`config.mk`:
```
export PLATFORM = sky130hd
export DESIGN_NAME = rf_write_arbiter
export DESIGN_NICKNAME = d
export VERILOG_FILES = /design/src/rtl/rf_write_arbiter.sv
export SDC_FILE = /design/constraint.sdc
export NUM_CORES = 1
export LEC_CHECK = 0
export CORE_MARGIN = 3
export CORE_UTILIZATION = 30
export DETAILED_ROUTE_END_ITERATION = 6
export GPL_TIMING_DRIVEN = 0
export PLACE_DENSITY = 0.47
export SYNTH_ARGS = -nofsm -noshare
export SYNTH_HDL_FRONTEND = slang
export SYNTH_SLANG_ARGS = --single-unit
```
`constraint.sdc`:
```
create_clock -name clk -period 3.5 [get_ports clk]
set_input_delay 0.35 -clock clk [delete_from_list [all_inputs] [get_ports clk]]
set_output_delay 0.35 -clock clk [all_outputs]
set_load 0.02 [all_outputs]
```
`src/rtl/rf_write_arbiter.sv`:
```
// Arbitrates the register-file write port between pipeline writeback and a buffered MDU result stream,
// tracking in-flight MDU destinations for decode hazard checks. Optional forwarding outputs: RF_BYPASS_EN.
module rf_write_arbiter #(
  parameter int AW         = 5,
  parameter int DW         = 32,
  parameter int FIFO_DEPTH = 2,
  parameter int STARVE_LIM = 4
) (
  input  logic          clk,
  input  logic          rst,
  input  logic          pipe_we,
  input  logic [AW-1:0] pipe_waddr,
  input  logic [DW-1:0] pipe_wdata,
  output logic          pipe_stall,
  input  logic          mdu_valid,
  output logic          mdu_ready,
  input  logic [AW-1:0] mdu_waddr,
  input  logic [DW-1:0] mdu_wdata,
  input  logic          issue_en,
  input  logic [AW-1:0] issue_addr,
  input  logic [AW-1:0] rAddr,
  input  logic [AW-1:0] rAddr2,
  output logic          busy1,
  output logic          busy2,
  output logic [AW-1:0] wAddr,
  output logic [DW-1:0] wIn,
  output logic          wEna
`ifdef RF_BYPASS_EN
  ,
  output logic          fwd1_hit,
  output logic          fwd2_hit,
  output logic [DW-1:0] fwd_data
`endif
);

  localparam int PW   = $clog2(FIFO_DEPTH);
  localparam int CW   = $clog2(STARVE_LIM + 2);
  localparam int NREG = 1 << AW;

  logic [AW-1:0]   r_fifoAddr [FIFO_DEPTH];
  logic [DW-1:0]   r_fifoData [FIFO_DEPTH];
  logic [PW:0]     r_wrPtr;
  logic [PW:0]     r_rdPtr;
  logic            r_readyEn;
  logic [CW-1:0]   r_age;
  logic [NREG-1:0] r_pending;
  logic            r_pipeStall;
  logic            r_wEna;
  logic [AW-1:0]   r_wAddr;
  logic [DW-1:0]   r_wIn;

  logic            w_empty;
  logic            w_full;
  logic            w_push;
  logic            w_pop;
  logic [AW-1:0]   w_headAddr;
  logic [DW-1:0]   w_headData;
  logic [CW-1:0]   w_ageNext;
  logic [NREG-1:0] w_pendingNext;

  assign w_empty    = (r_wrPtr == r_rdPtr);
  assign w_full     = (r_wrPtr[PW-1:0] == r_rdPtr[PW-1:0]) && (r_wrPtr[PW] != r_rdPtr[PW]);
  // Held low until the first edge after reset so nothing is accepted while rst is still settling.
  assign mdu_ready  = r_readyEn && !w_full;
  assign w_push     = mdu_valid && mdu_ready;
  assign w_pop      = !pipe_we && !w_empty;
  assign w_headAddr = r_fifoAddr[r_rdPtr[PW-1:0]];
  assign w_headData = r_fifoData[r_rdPtr[PW-1:0]];

  // Saturates one past the limit so a stall-ignoring pipeline cannot re-trigger the stall.
  always_comb begin
    w_ageNext = r_age;
    if (w_pop) begin
      w_ageNext = '0;
    end else if (pipe_we && !w_empty && (r_age != CW'(STARVE_LIM + 1))) begin
      w_ageNext = r_age + 1'b1;
    end
  end

  // A new issue to the address being retired must stay pending, so the set is applied last.
  always_comb begin
    w_pendingNext = r_pending;
    if (w_pop) begin
      w_pendingNext[w_headAddr] = 1'b0;
    end
    if (issue_en && (issue_addr != '0)) begin
      w_pendingNext[issue_addr] = 1'b1;
    end
  end

  always_ff @(posedge clk or posedge rst) begin
    if (rst) begin
      r_wrPtr     <= '0;
      r_rdPtr     <= '0;
      r_readyEn   <= 1'b0;
      r_age       <= '0;
      r_pending   <= '0;
      r_pipeStall <= 1'b0;
      r_wEna      <= 1'b0;
      r_wAddr     <= '0;
      r_wIn       <= '0;
    end else begin
      r_readyEn   <= 1'b1;
      r_age       <= w_ageNext;
      r_pending   <= w_pendingNext;
      r_pipeStall <= (w_ageNext == CW'(STARVE_LIM));
      if (w_push) begin
        r_wrPtr <= r_wrPtr + 1'b1;
      end
      if (w_pop) begin
        r_rdPtr <= r_rdPtr + 1'b1;
      end
      if (pipe_we) begin
        r_wEna  <= (pipe_waddr != '0);
        r_wAddr <= pipe_waddr;
        r_wIn   <= pipe_wdata;
      end else if (w_pop) begin
        r_wEna  <= (w_headAddr != '0);
        r_wAddr <= w_headAddr;
        r_wIn   <= w_headData;
      end else begin
        r_wEna  <= 1'b0;
      end
    end
  end

  always_ff @(posedge clk) begin
    if (w_push) begin
      r_fifoAddr[r_wrPtr[PW-1:0]] <= mdu_waddr;
      r_fifoData[r_wrPtr[PW-1:0]] <= mdu_wdata;
    end
  end

  assign pipe_stall = r_pipeStall;
  assign wEna       = r_wEna;
  assign wAddr      = r_wAddr;
  assign wIn        = r_wIn;
  assign busy1      = r_pending[rAddr] && (rAddr != '0);
  assign busy2      = r_pending[rAddr2] && (rAddr2 != '0);

`ifdef RF_BYPASS_EN
  assign fwd1_hit = r_wEna && (r_wAddr == rAddr) && (rAddr != '0);
  assign fwd2_hit = r_wEna && (r_wAddr == rAddr2) && (rAddr2 != '0);
  assign fwd_data = r_wIn;
`endif

  a_noPipeWeDuringStall: assert property (@(posedge clk) disable iff (rst) !(pipe_stall && pipe_we));

endmodule

```
==> results.md, run 1 <==
- Number of failing hold endpoints at the final stage: 0
- Element type at the critical path start: input pin
- Worst path slowest cell: clkdlybuf4s50_1
- Share of the synthesized area in compound gates (AO/OA/AOI/OAI): around an eighth
- Net count after synthesis: 671
- Worst path max stage delay: approximately 0.63 ns
- Largest family of logic cells by synthesized area: compound AO/OA/AOI/OAI gates
- Post-synthesis cell type count: 50
- Number of gates given a new drive strength after cts: 0
- Final cell area excluding filler cells: 9150 um2
- Final antenna diode count: 0
- Mapped cell area: 6860 um2
- Remaining global-route overflow: 0
- Category of the critical setup timing path: in2out
- Area post-placement: around 8600 um2
- Worst-case setup margin in the final layout: 0.403 ns
- Required time worst endpoint: 3.15 ns
- Post-synthesis share of cell area spent on xor and xnor gates: roughly 1.3%
- Gpl congestion: around 0.82
- Upper clock frequency limit: roughly 320 MHz
- Total global routing track utilization: 15.7%
- Hold buffer count at CTS: 0
- Normalized max-slew margin: between 30% and 40%
- Finish-stage setup viols: 0
- Initial Utilization: between 30% and 40%
- Die H: between 150 and 200 um
- Tightest Hold Check Type: in2async
- Top post-synthesis cells by area: edfxtp_1 (32%), dfrtp_1 (29%), mux2i_1 (7.9%), o21ai_0 (5.8%), nand2_1 (4.7%)
- Launch point of the worst reg-to-reg path: r_wrPtr[1]$_DFFE_PP0P_
- Endpoint of the lowest-slack register-to-register path: r_fifoData[1][10]$_DFFE_PP_
- Crit path to: busy2
- Arithmetic-cell share of the synthesized area counting full adders, half adders and majority gates: less than 1%
- Run status: completed
- Cell taking the most area after synthesis: edfxtp_1
- Crit. Startpoint: rAddr2[1]
- Routed Wire Length: roughly 19 mm
- Placement Setup Slack: approximately 0.39 ns
- Syn Area/Cell: ~12 um2
- PortBufs: between 100 and 150
- Critical Path AT: around 2.8 ns
- HPWL after DPL: ~14 mm
- Post-layout net count: slightly above 800
- EDFF count, synth: 74
- Wire per inst: 18.7 um
- Global-route wire length before repair: between 20 and 30 mm
- Remaining routing DRC violations: 0
- Via count: between 5000 and 6000
- Predominant post-synthesis flop cell: dfrtp_1
- Capturing element type of the critical path: output port
- Number of iterations in the first detailed-routing pass: 4
- Number of placed I/O pins: between 100 and 150
- Number of nets with antenna violations after routing: 0
- Post-synthesis instance total: roughly 580
- Number of cell rows: 54
- Count of placed standard cells in the final layout, fillers left out: ~1000
- Worst reg2reg path depth: 4
- Total Die Area: between 20000 and 25000 um2
- Clock Latency Late Sink: 0.42 ns
- Clock buffer depth: 2
- Worst setup skew after layout: 0.00922 ns
- Via-per-instance ratio: slightly below 5
- Iteration-0 DRC Markers: 294
- CTS tree: built
- Die W: between 150 and 200 um
- Initial antenna violation count: 2
- Vias in the first global route: 5463
- Worst slew pin tran: between 1 and 1.5 ns
- Pin count of the biggest net entering global routing: between 40 and 50
- Period utilization: between 80% and 90%
- Power density over the cells: 851 nW/um2
- Minimum period implied by the final worst setup slack: approximately 3.1 ns
- Max-slew violation count: 0
- Seq/Total Area, Yosys: between 60% and 70%
- Ordered cell list for the critical path: clkdlybuf4s50_1 > buf_2 > nand3b_1 > nand3_1 > or4b_1 > nand3_1 > clkdlybuf4s50_1
- Final design utilization: between 40 and 50%
- RSZ-0062 raised after global routing: false
- Number of violations of the max-capacitance limit: 0
- Total Power: roughly 8 mW
- TritonCTS buffer count: 17
- Core area: between 20000 and 25000 um2
- Leakage dissipation: roughly 3.5 nW
- Clock tree root buffer cell: clkbuf_16
- Multiplexer fraction of the synthesized cell area: 10.0%
- Number of placed instances with taps included: about 990
- Synth warn: 0
- Clock slew at reported path FFs: roughly 0.060 ns
- TritonCTS sink count: between 150 and 200
- Number of setup buffers added after CTS: 0
- Share of synthesized flip-flops with an asynchronous set or reset: 51.6%
- Count of state elements after synthesis: around 150
- Setup slack of the worst register-to-register path: about 1 ns
- Synth Area in Simple Gates: a little under an eighth
- Top fanout value on the critical path: 10
- CTS HTree Levels: 4
- Layout cell share with drive strength beyond 1: 10.1%
- Largest voltage drop on the vdd net: a little over 0.4 mV
- Share of the synthesized area in the top cell type: between 30% and 40%
- Area Overhead vs Synth: 33.4%
## how the worst min path moves through the flow
| stage | startpoint | endpoint | slack [ns] | cells after the start |
|---|---|---|---|---|
| 3_5_place_dp | r_wrPtr[1]$_DFFE_PP0P_ | r_wrPtr[1]$_DFFE_PP0P_ | 0.51 | 1 |
| 3_3_place_gp | r_pending[7]$_DFF_PP0_ | r_pending[7]$_DFF_PP0_ | 0.50 | 2 |
| 4_1_cts | rst | wIn[23]$_DFFE_PP0P_ | 0.33 | 2 |
| 6_report | rst | wIn[19]$_DFFE_PP0P_ | 0.33 | 2 |
| 2_1_floorplan | mdu_waddr[0] | r_fifoAddr[0][0]$_DFFE_PP_ | 0.45 | 0 |
| 5_1_grt | rst | wIn[18]$_DFFE_PP0P_ | 0.37 | 2 |
## placed cells by master, fill, tap and decap left out, types with 4 or more instances in the layout
master | Yosys | layout
nor2b_1 | 5 | 5
edfxtp_1 | 74 | 74
o21ai_1 | 60 | 60
clkinv_2 | 0 | 5
nand3b_1 | 18 | 18
dfrtp_1 | 79 | 79
clkbuf_1 | 14 | 17
o21ai_0 | 79 | 79
mux2i_1 | 54 | 54
a21oi_1 | 5 | 5
nor2_1 | 8 | 7
buf_6 | 6 | 6
inv_1 | 5 | 4
nand3_1 | 13 | 13
buf_2 | 7 | 7
mux2_2 | 5 | 5
clkbuf_16 | 0 | 17
clkdlybuf4s50_1 | 0 | 132
nand2_1 | 86 | 86
nor3_1 | 5 | 5
mux4_2 | 4 | 4
## per-layer routing
metal | wire length, um | vias to the layer above | track usage [%] | share of wire (%)
li1 | - | 2412 | - | -
met1 | 8380 | 2429 | 19.6 | 44
met2 | 9030 | 153 | 25.5 | 47
met4 | 340 | 4 | 5.79 | 1.8
met3 | 1300 | 31 | 5.22 | 6.8
met5 | 22 | - | 0 | 0.12
## logic make-up after synthesis
kind of cell / count (synthesis)
xor+xnor: 7
other cells: 1
fa+ha+maj: 2
buf+inv: 35
flops: 153
compound gates: 160
mux: 63
simple gates: 154
## power by group
group          total [mW]  internal [mW]  switching, mW  leakage [nW]
Sequential           2.84           2.48          0.360          1.63
Combinational        3.19           1.35           1.84          1.62
Clock                1.76           1.05          0.716         0.274
## worst max-delay path: cells and delay by family
kind                   cells  cell delay [ns]
AND/OR/NAND/NOR            4             0.83
buffers and inverters      3             1.55
## cell usage after synthesis (3+ instances only)
library cell,n
a2111oi_0,3
a21oi_1,5
buf_2,7
buf_4,3
buf_6,6
clkbuf_1,14
dfrtp_1,79
edfxtp_1,74
inv_1,5
mux2_2,5
mux2i_1,54
mux4_2,4
nand2_1,86
nand3_1,13
nand3b_1,18
nor2_1,8
nor2b_1,5
nor3_1,5
o21ai_0,79
o21ai_1,60
or3b_2,3
xnor2_1,3
## metrics by stage
stage          TNS [ns]  hold WS (ns)
6_report              0         0.330
5_1_grt               0         0.371
4_1_cts               0         0.335
3_5_place_dp          0         0.511
3_3_place_gp     -59.68         0.498
2_1_floorplan         0         0.449
## area by class of cell
cell class | count | area, um2
fillers | 2082 | 13000
clock buffers | 20 | 437
well taps | 280 | 350
flip-flops and latches | 153 | 4200
repair buffers | 134 | 1370
clock inverters | 12 | 126
multi-input cells | 387 | 2470
plain buffers | 30 | 178
inverters | 5 | 21.3
## sequential cells by signal, indices dropped and copies added (netlist names), 2 cells and up
signal,cells
r_rdPtr,2
wIn,32
r_fifoData,64
r_fifoAddr,10
wAddr,5
r_age,3
r_pending,32
r_wrPtr,2
(Power assumes the default switching activity.)
==> inputs of run 2 (changes only) <==
--- a/config.mk
+++ b/config.mk
@@ -9,7 +9,7 @@
 export CORE_UTILIZATION = 30
 export DETAILED_ROUTE_END_ITERATION = 6
 export GPL_TIMING_DRIVEN = 0
-export PLACE_DENSITY = 0.47
+export PLACE_DENSITY = 0.49
 export SYNTH_ARGS = -nofsm -noshare
 export SYNTH_HDL_FRONTEND = slang
 export SYNTH_SLANG_ARGS = --single-unit
==> constraint.sdc (replaced) <==
create_clock -name clk -period 2.8 [get_ports clk]
set_input_delay 0.28 -clock clk [delete_from_list [all_inputs] [get_ports clk]]
set_output_delay 0.28 -clock clk [all_outputs]
set_load 0.02 [all_outputs]
==> run 2 against run 1 <==
Against the previous run: clock skew is 0.00051 ns lower; largest power group unchanged; largest cell class unchanged; critical path depth is 2 lower; sequential cell count stayed put; critical path type is now reg2out; first-iteration DRC count is 17% lower; clock-buffer cell count is 3 lower; power is 27% higher; worst setup slack worse by 0.31 ns; sequential share of layout area is 0.31 points lower; cell count stayed put.
==> results.md, run 2 (synthesis gave the netlist of run 1 again) <==
- Pin count of the biggest net entering global routing: 43 (-10%)
- Area post-placement: 8580 um2 (about the same)
- Number of setup buffers added after CTS: 0 (unchanged)
- Leading cell type in the layout, fill and taps excluded: clkdlybuf4s50_1
- Category of the critical setup timing path: reg2out
- Remaining global-route overflow: 0 (unchanged)
- Placement Setup Slack: -0.118 ns (-0.511 ns)
- Length of routed met3 wiring: 1.41 mm (+8.4%)
- Iteration-0 DRC Markers: 243 (-17%)
- Number of nets with antenna violations after routing: 0 (unchanged)
- Die H: 157 um (unchanged)
- Power density over the cells: 1080 nW/um2 (+27%)
- RSZ-0062 raised after global routing: false
- M1 WL: 8.10 mm (-3.4%)
- Routed Wire Length: 18.8 mm (-1.3%)
- Crit. Startpoint: r_pending[24]$_DFF_PP0_
- Number of violations of the max-capacitance limit: 0 (unchanged)
- Number of placed instances with taps included: 989 (unchanged)
- Setup slack of the worst register-to-register path: 0.29 ns (-0.72 ns)
- Total area of multi-input combinational cells: 2470 um2 (unchanged)
- Worst setup skew after layout: 0.00871 ns (-0.000509 ns)
- Accumulated negative setup slack: 0 ns (unchanged)
- HPWL after DPL: 13.9 mm (-0.98%)
- Normalized max-slew margin: 33.7% (+1.8 points)
- Critical Path AT: 2.43 ns (-0.32 ns)
- Tightest Hold Check Type: in2async
- Count of placed standard cells in the final layout, fillers left out: 1021 (unchanged)
- Core area: 22200 um2 (unchanged)
- Period utilization: 96.7%
- Finish-stage setup viols: 0 (unchanged)
- Area Overhead vs Synth: 34.3%
- Clock buffer depth: 2 (unchanged)
- Clock slew at reported path FFs: 0.06 ns (about the same)
- CTS tree: built
- Commonest cells after routing, fill and taps aside: clkdlybuf4s50_1 (129), nand2_1 (86), o21ai_0 (79), dfrtp_1 (79), edfxtp_1 (74)
- Sequential cell area in the final layout: 4200 um2 (unchanged)
- CTS HTree Levels: 4 (unchanged)
- Clock Latency Late Sink: 0.42 ns (about the same)
- Max-slew violation count: 0 (unchanged)
- Element type at the critical path start: flip-flop
- Worst reg2reg path depth: 4 (unchanged)
- Total Power: 9.93 mW (+27%)
- Number of failing hold endpoints at the final stage: 0 (unchanged)
- Hold buffer count at CTS: 0 (unchanged)
- Worst-case setup margin in the final layout: 0.0920 ns (-0.311 ns)
- Largest voltage drop on the vdd net: 0.485 mV (+18%)
- Number of cell rows: 54 (unchanged)
- Via count: 5042 (+0.26%)
- Capturing element type of the critical path: output port
- PortBufs: 132 (unchanged)
- Gpl congestion: 0.792 (-3.4%)
- Number of placed I/O pins: 136 (unchanged)
- Post-layout net count: 824 (unchanged)
- Layout cell share with drive strength beyond 1: 10.5% (+0.40 points)
- Run status: completed
- TritonCTS buffer count: 17 (unchanged)
- Required time worst endpoint: 2.52 ns (-0.63 ns)
- Crit path to: busy1
- Total Die Area: 24700 um2 (unchanged)
- Remaining routing DRC violations: 0 (unchanged)
- Worst slew pin tran: 0.995 ns (-0.0269 ns)
- Final design utilization: 41.6% (+0.28 points)
- Total global routing track utilization: 15.6% (-0.17 points)
- Filler Cells Inserted: 2085 (+0.14%)
- TritonCTS sink count: 153 (unchanged)
- Upper clock frequency limit: approximately 370 MHz
- Wire per inst: 18.4 um (-1.3%)
- Top fanout value on the critical path: 3 (-7)
- Worst hold-check slack: 0.261 ns (-0.0693 ns)
- Met2 WL post-DR: 8.97 mm (-0.71%)
- Global-route wire length before repair: 29.7 mm (-0.37%)
- Uppermost signal routing layer after detailed routing: met5
- Vias in the first global route: 5471 (+0.15%)
- Flip-flop count of the largest register, all copies and words added: 64 (unchanged)
- Via-per-instance ratio: 4.94 (+0.26%)
- Leakage dissipation: 3.56 nW (+1.1%)
- Final cell area excluding filler cells: 9220 um2 (+0.67%)
- Number of iterations in the first detailed-routing pass: 5 (+1)
- Launch point of the worst reg-to-reg path: r_wrPtr[1]$_DFFE_PP0P_
- Endpoint of the lowest-slack register-to-register path: r_fifoData[1][12]$_DFFE_PP_
- Clock tree root buffer cell: clkbuf_16
- Initial antenna violation count: 3 (+1)
- Die W: 157 um (unchanged)
- Initial Utilization: 31.0% (unchanged)
- Minimum period implied by the final worst setup slack: between 2 and 3 ns
- Final antenna diode count: 0 (unchanged)
-- run 2: worst min-delay path by stage --
stage	from	to	slack, ns	cells past startpoint
floorplan	mdu_waddr[0]	r_fifoAddr[0][0]$_DFFE_PP_	0.38	0
global placement	r_pending[7]$_DFF_PP0_	r_pending[7]$_DFF_PP0_	0.50	2
detailed placement	r_pending[26]$_DFF_PP0_	r_pending[26]$_DFF_PP0_	0.52	2
CTS	rst	wIn[24]$_DFFE_PP0P_	0.28	2
global route	rst	wIn[24]$_DFFE_PP0P_	0.31	2
finish	rst	wIn[28]$_DFFE_PP0P_	0.26	2
-- run 2: power by group --
| group | leakage [nW] | internal [mW] | switching (mW) | total (mW) |
|---|---|---|---|---|
| Combinational | 1.64 | 1.68 | 2.27 | 3.95 |
| Clock | 0.297 | 1.49 | 0.923 | 2.42 |
| Sequential | 1.63 | 3.10 | 0.456 | 3.56 |
| Total | 3.56 | 6.28 | 3.65 | 9.93 |
-- run 2: area by class of cell --
cell class              count  share of cell area, %
plain buffers              30                   2.00
flip-flops and latches    153                   45.6
repair buffers            134                   14.8
clock inverters            15                   2.17
well taps                 280                   3.80
inverters                   5                  0.231
clock buffers              17                   4.62
multi-input cells         387                   26.8
-- run 2: repair_timing --
action,in CTS,in global routing
hold endpoints to repair,0,0
setup endpoints to repair,2,1
resized for setup,5,3
-- run 2: critical path, cell delays in order, from the launching register on --
cell and delay (ns):
dfrtp_1 0.40, mux2_2 0.26, o311ai_0 0.37, o22ai_1 0.12, or3_1 0.32, clkdlybuf4s50_1 0.54
-- run 2: routing by layer --
| layer | global-route usage (%) | up-vias |
|---|---|---|
| li1 | - | 2420 |
| met5 | 0 | - |
| met3 | 6.08 | 29 |
| met1 | 19.1 | 2432 |
| met4 | 4.92 | 6 |
| met2 | 25.3 | 155 |
==> inputs of run 3 (changes only) <==
--- a/config.mk
+++ b/config.mk
@@ -5,10 +5,10 @@
 export SDC_FILE = /design/constraint.sdc
 export NUM_CORES = 1
 export LEC_CHECK = 0
+export CORE_ASPECT_RATIO = 1.25
 export CORE_MARGIN = 3
 export CORE_UTILIZATION = 30
 export DETAILED_ROUTE_END_ITERATION = 6
-export GPL_TIMING_DRIVEN = 0
 export PLACE_DENSITY = 0.49
 export SYNTH_ARGS = -nofsm -noshare
 export SYNTH_HDL_FRONTEND = slang
==> run 3 against run 2 <==
Against the previous run: non-clock buffer count is 11 lower; sequential power about the same; routed wire length shrank 4.7%; clock skew up 0.0035 ns; critical endpoint is now busy2; sequential cell count did not move; critical path type is now in2out; clock-buffer cell count grew 6; cell count is 0.78% lower; clock power is 5% lower; global-route usage shrank 0.58 points; hold slack got worse by 0.024 ns.
==> results.md, run 3 (synthesis gave the netlist of run 1 again) <==
- Clock Latency Late Sink: 0.41 ns (about the same)
- Largest voltage drop on the vdd net: 0.798 mV (+65%)
- Final antenna diode count: 0 (unchanged)
- Commonest cells after routing, fill and taps aside: clkdlybuf4s50_1 (132), nand2_1 (86), o21ai_0 (79)
- Worst path slowest cell: clkdlybuf4s50_1
- Worst-case setup margin in the final layout: 0.0900 ns (-0.00204 ns)
- Upper clock frequency limit: 369 MHz (about the same)
- Worst path max stage delay: 0.55 ns (about the same)
- Capturing element type of the critical path: output port
- Flip-flop count of the largest register, all copies and words added: 64 (unchanged)
- Layout cell share with drive strength beyond 1: 10.3% (-0.25 points)
- Required time worst endpoint: 2.52 ns (about the same)
- Placement Setup Slack: -0.0619 ns (+0.0558 ns)
- Minimum period implied by the final worst setup slack: 2.71 ns (+0.00204 ns)
- Routed Wire Length: 17.9 mm (-4.7%)
- Number of placed I/O pins: 136 (unchanged)
- Total Die Area: 24700 um2 (about the same)
- Pin count of the biggest net entering global routing: 80 (+86%)
- Top fanout value on the critical path: 6 (+3)
- Number of iterations in the first detailed-routing pass: 5 (unchanged)
- Finish-stage setup viols: 0 (unchanged)
- Power density over the cells: 1050 nW/um2 (-2.7%)
- Worst slew pin tran: 0.755 ns (-0.240 ns)
- Max-slew violation count: 0 (unchanged)
- Clock slew at reported path FFs: 0.06 ns (about the same)
- Iteration-0 DRC Markers: 239 (-1.6%)
- Post-layout net count: 813 (-1.3%)
- Number of failing hold endpoints at the final stage: 0 (unchanged)
- Number of cell rows: 61 (+13%)
- TritonCTS sink count: 153 (unchanged)
- Die W: 141 um (-10%)
- Accumulated negative setup slack: 0 ns (unchanged)
- Leading cell type in the layout, fill and taps excluded: clkdlybuf4s50_1
- TritonCTS buffer count: 17 (unchanged)
- Via count: 4890 (-3.0%)
- Remaining routing DRC violations: 0 (unchanged)
- Normalized max-slew margin: 49.6% (+16 points)
- Area Overhead vs Synth: 33.3%
- Wire per inst: 17.7 um (-4.0%)
- Run status: completed
- Number of violations of the max-capacitance limit: 0 (unchanged)
- CTS tree: built
- Clock tree root buffer cell: clkbuf_16
- Setup slack of the worst register-to-register path: 0.66 ns (+0.37 ns)
- Category of the critical setup timing path: in2out
- Final cell area excluding filler cells: 9150 um2 (-0.76%)
- Remaining global-route overflow: 0 (unchanged)
- Gpl congestion: 0.832 (+5.0%)
- HPWL after DPL: 12.8 mm (-7.7%)
- Period utilization: 96.8% (about the same)
- Total global routing track utilization: 15.0% (-0.58 points)
- Initial antenna violation count: 1 (-2)
- PortBufs: 135 (+2.3%)
- Buffer and inverter count on the worst path: 4 (+3)
- Initial Utilization: 30.7% (-0.28 points)
- Clock buffer depth: 2 (unchanged)
- Ordered cell list for the critical path: clkdlybuf4s50_1 > buf_4 > buf_4 > a2111oi_1 > o31a_1 > nand3_1 > clkdlybuf4s50_1
- Via-per-instance ratio: 4.83 (-2.2%)
- Cell family with most CP delay: buffers and inverters
- Tightest Hold Check Type: in2reg
- CTS HTree Levels: 4 (unchanged)
- Element type at the critical path start: input pin
- Leakage dissipation: 3.55 nW (-0.36%)
- Die H: 175 um (+11%)
- Number of nets with antenna violations after routing: 0 (unchanged)
- Core area: 22400 um2 (+0.91%)
- Critical Path AT: 2.43 ns (about the same)
- RSZ-0062 raised after global routing: false
- Worst setup skew after layout: 0.0122 ns (+0.00354 ns)
- Area post-placement: 8540 um2 (-0.48%)
- Vias in the first global route: 5328 (-2.6%)
- Global-route wire length before repair: 28.9 mm (-2.7%)
==> run 3: changes by cell type in the layout (fill, tap and decap cells not counted), moves of 2 or more <==
| cell | change |
|---|---|
| buf_2 | -5 |
| buf_4 | +13 |
| buf_6 | -6 |
| clkbuf_1 | -8 |
| clkdlybuf4s50_1 | +3 |
| clkinvlp_4 | -3 |
| dlygate4sd2_1 | -2 |
==> run 3: routing by layer <==
| layer | GRT usage [%] | wire, um | share of wire [%] | up-vias |
|---|---|---|---|---|
| met1 | 17.8 | 7260 | 41 | 2351 |
| met5 | 0 | 13 | 0.073 | - |
| li1 | - | - | - | 2383 |
| met2 | 25.1 | 9080 | 51 | 141 |
| met4 | 4.16 | 148 | 0.83 | 2 |
| met3 | 5.91 | 1430 | 8.0 | 13 |
==> run 3: through the flow <==
step                      cells  total power [mW]  utilization (%)  hold slack [ns]
after floorplan             575              5.99                -            0.379
after global placement      981              7.34             38.2            0.511
after detailed placement    981              7.38             38.2            0.518
after CTS                  1013              9.77             40.9            0.206
after global routing       1013              10.3             40.9            0.265
final                      1013              9.58             40.9            0.237
==> run 3: final timing paths <==
| check | cells after the start | start | end |
|---|---|---|---|
| worst max-delay path | 7 | rAddr2[2] | busy2 |
| worst min-delay path | 3 | pipe_we | r_age[2]$_DFF_PP0_ |
| worst max register to register | 6 | r_wrPtr[1]$_DFFE_PP0P_ | r_fifoData[0][10]$_DFFE_PP_ |
| worst min register to register | 1 | r_rdPtr[1]$_DFFE_PP0P_ | r_rdPtr[1]$_DFFE_PP0P_ |
| max in group asynchronous | 3 | rst | r_rdPtr[0]$_DFFE_PP0P_ |
| min in group asynchronous | 3 | rst | pipe_stall$_DFF_PP0_ |
==> run 3: area by class of cell <==
class / count / area [um2]
fill: 2150 / 13200
inverter: 5 / 20.0
sequential: 153 / 4200
timing repair buffer: 153 / 1500
clock buffer: 23 / 458
multi-input combinational: 387 / 2470
tap: 283 / 354
clock inverter: 9 / 139
==> run 3: report_power, final <==
part,switching (mW),internal (mW),total (mW)
logic,2.14,1.55,3.69
clock network,0.877,1.44,2.31
registers,0.478,3.10,3.58
==> run 3: worst reg2reg max path, stage by stage (launching register included) <==
cell and delay (ns):
dfrtp_1 0.42, xnor2_2 0.46, inv_1 0.11, a21boi_2 0.21, nand2_1 0.15, nor2_4 0.11, buf_4 0.33
==> run 3: what timing repair did <==
action | in CTS | in global routing
endpoints found under the setup margin | 1 | 2
hold buffers | 0 | 0
buffers inserted | 0 | 0
gates resized for setup | 1 | 3
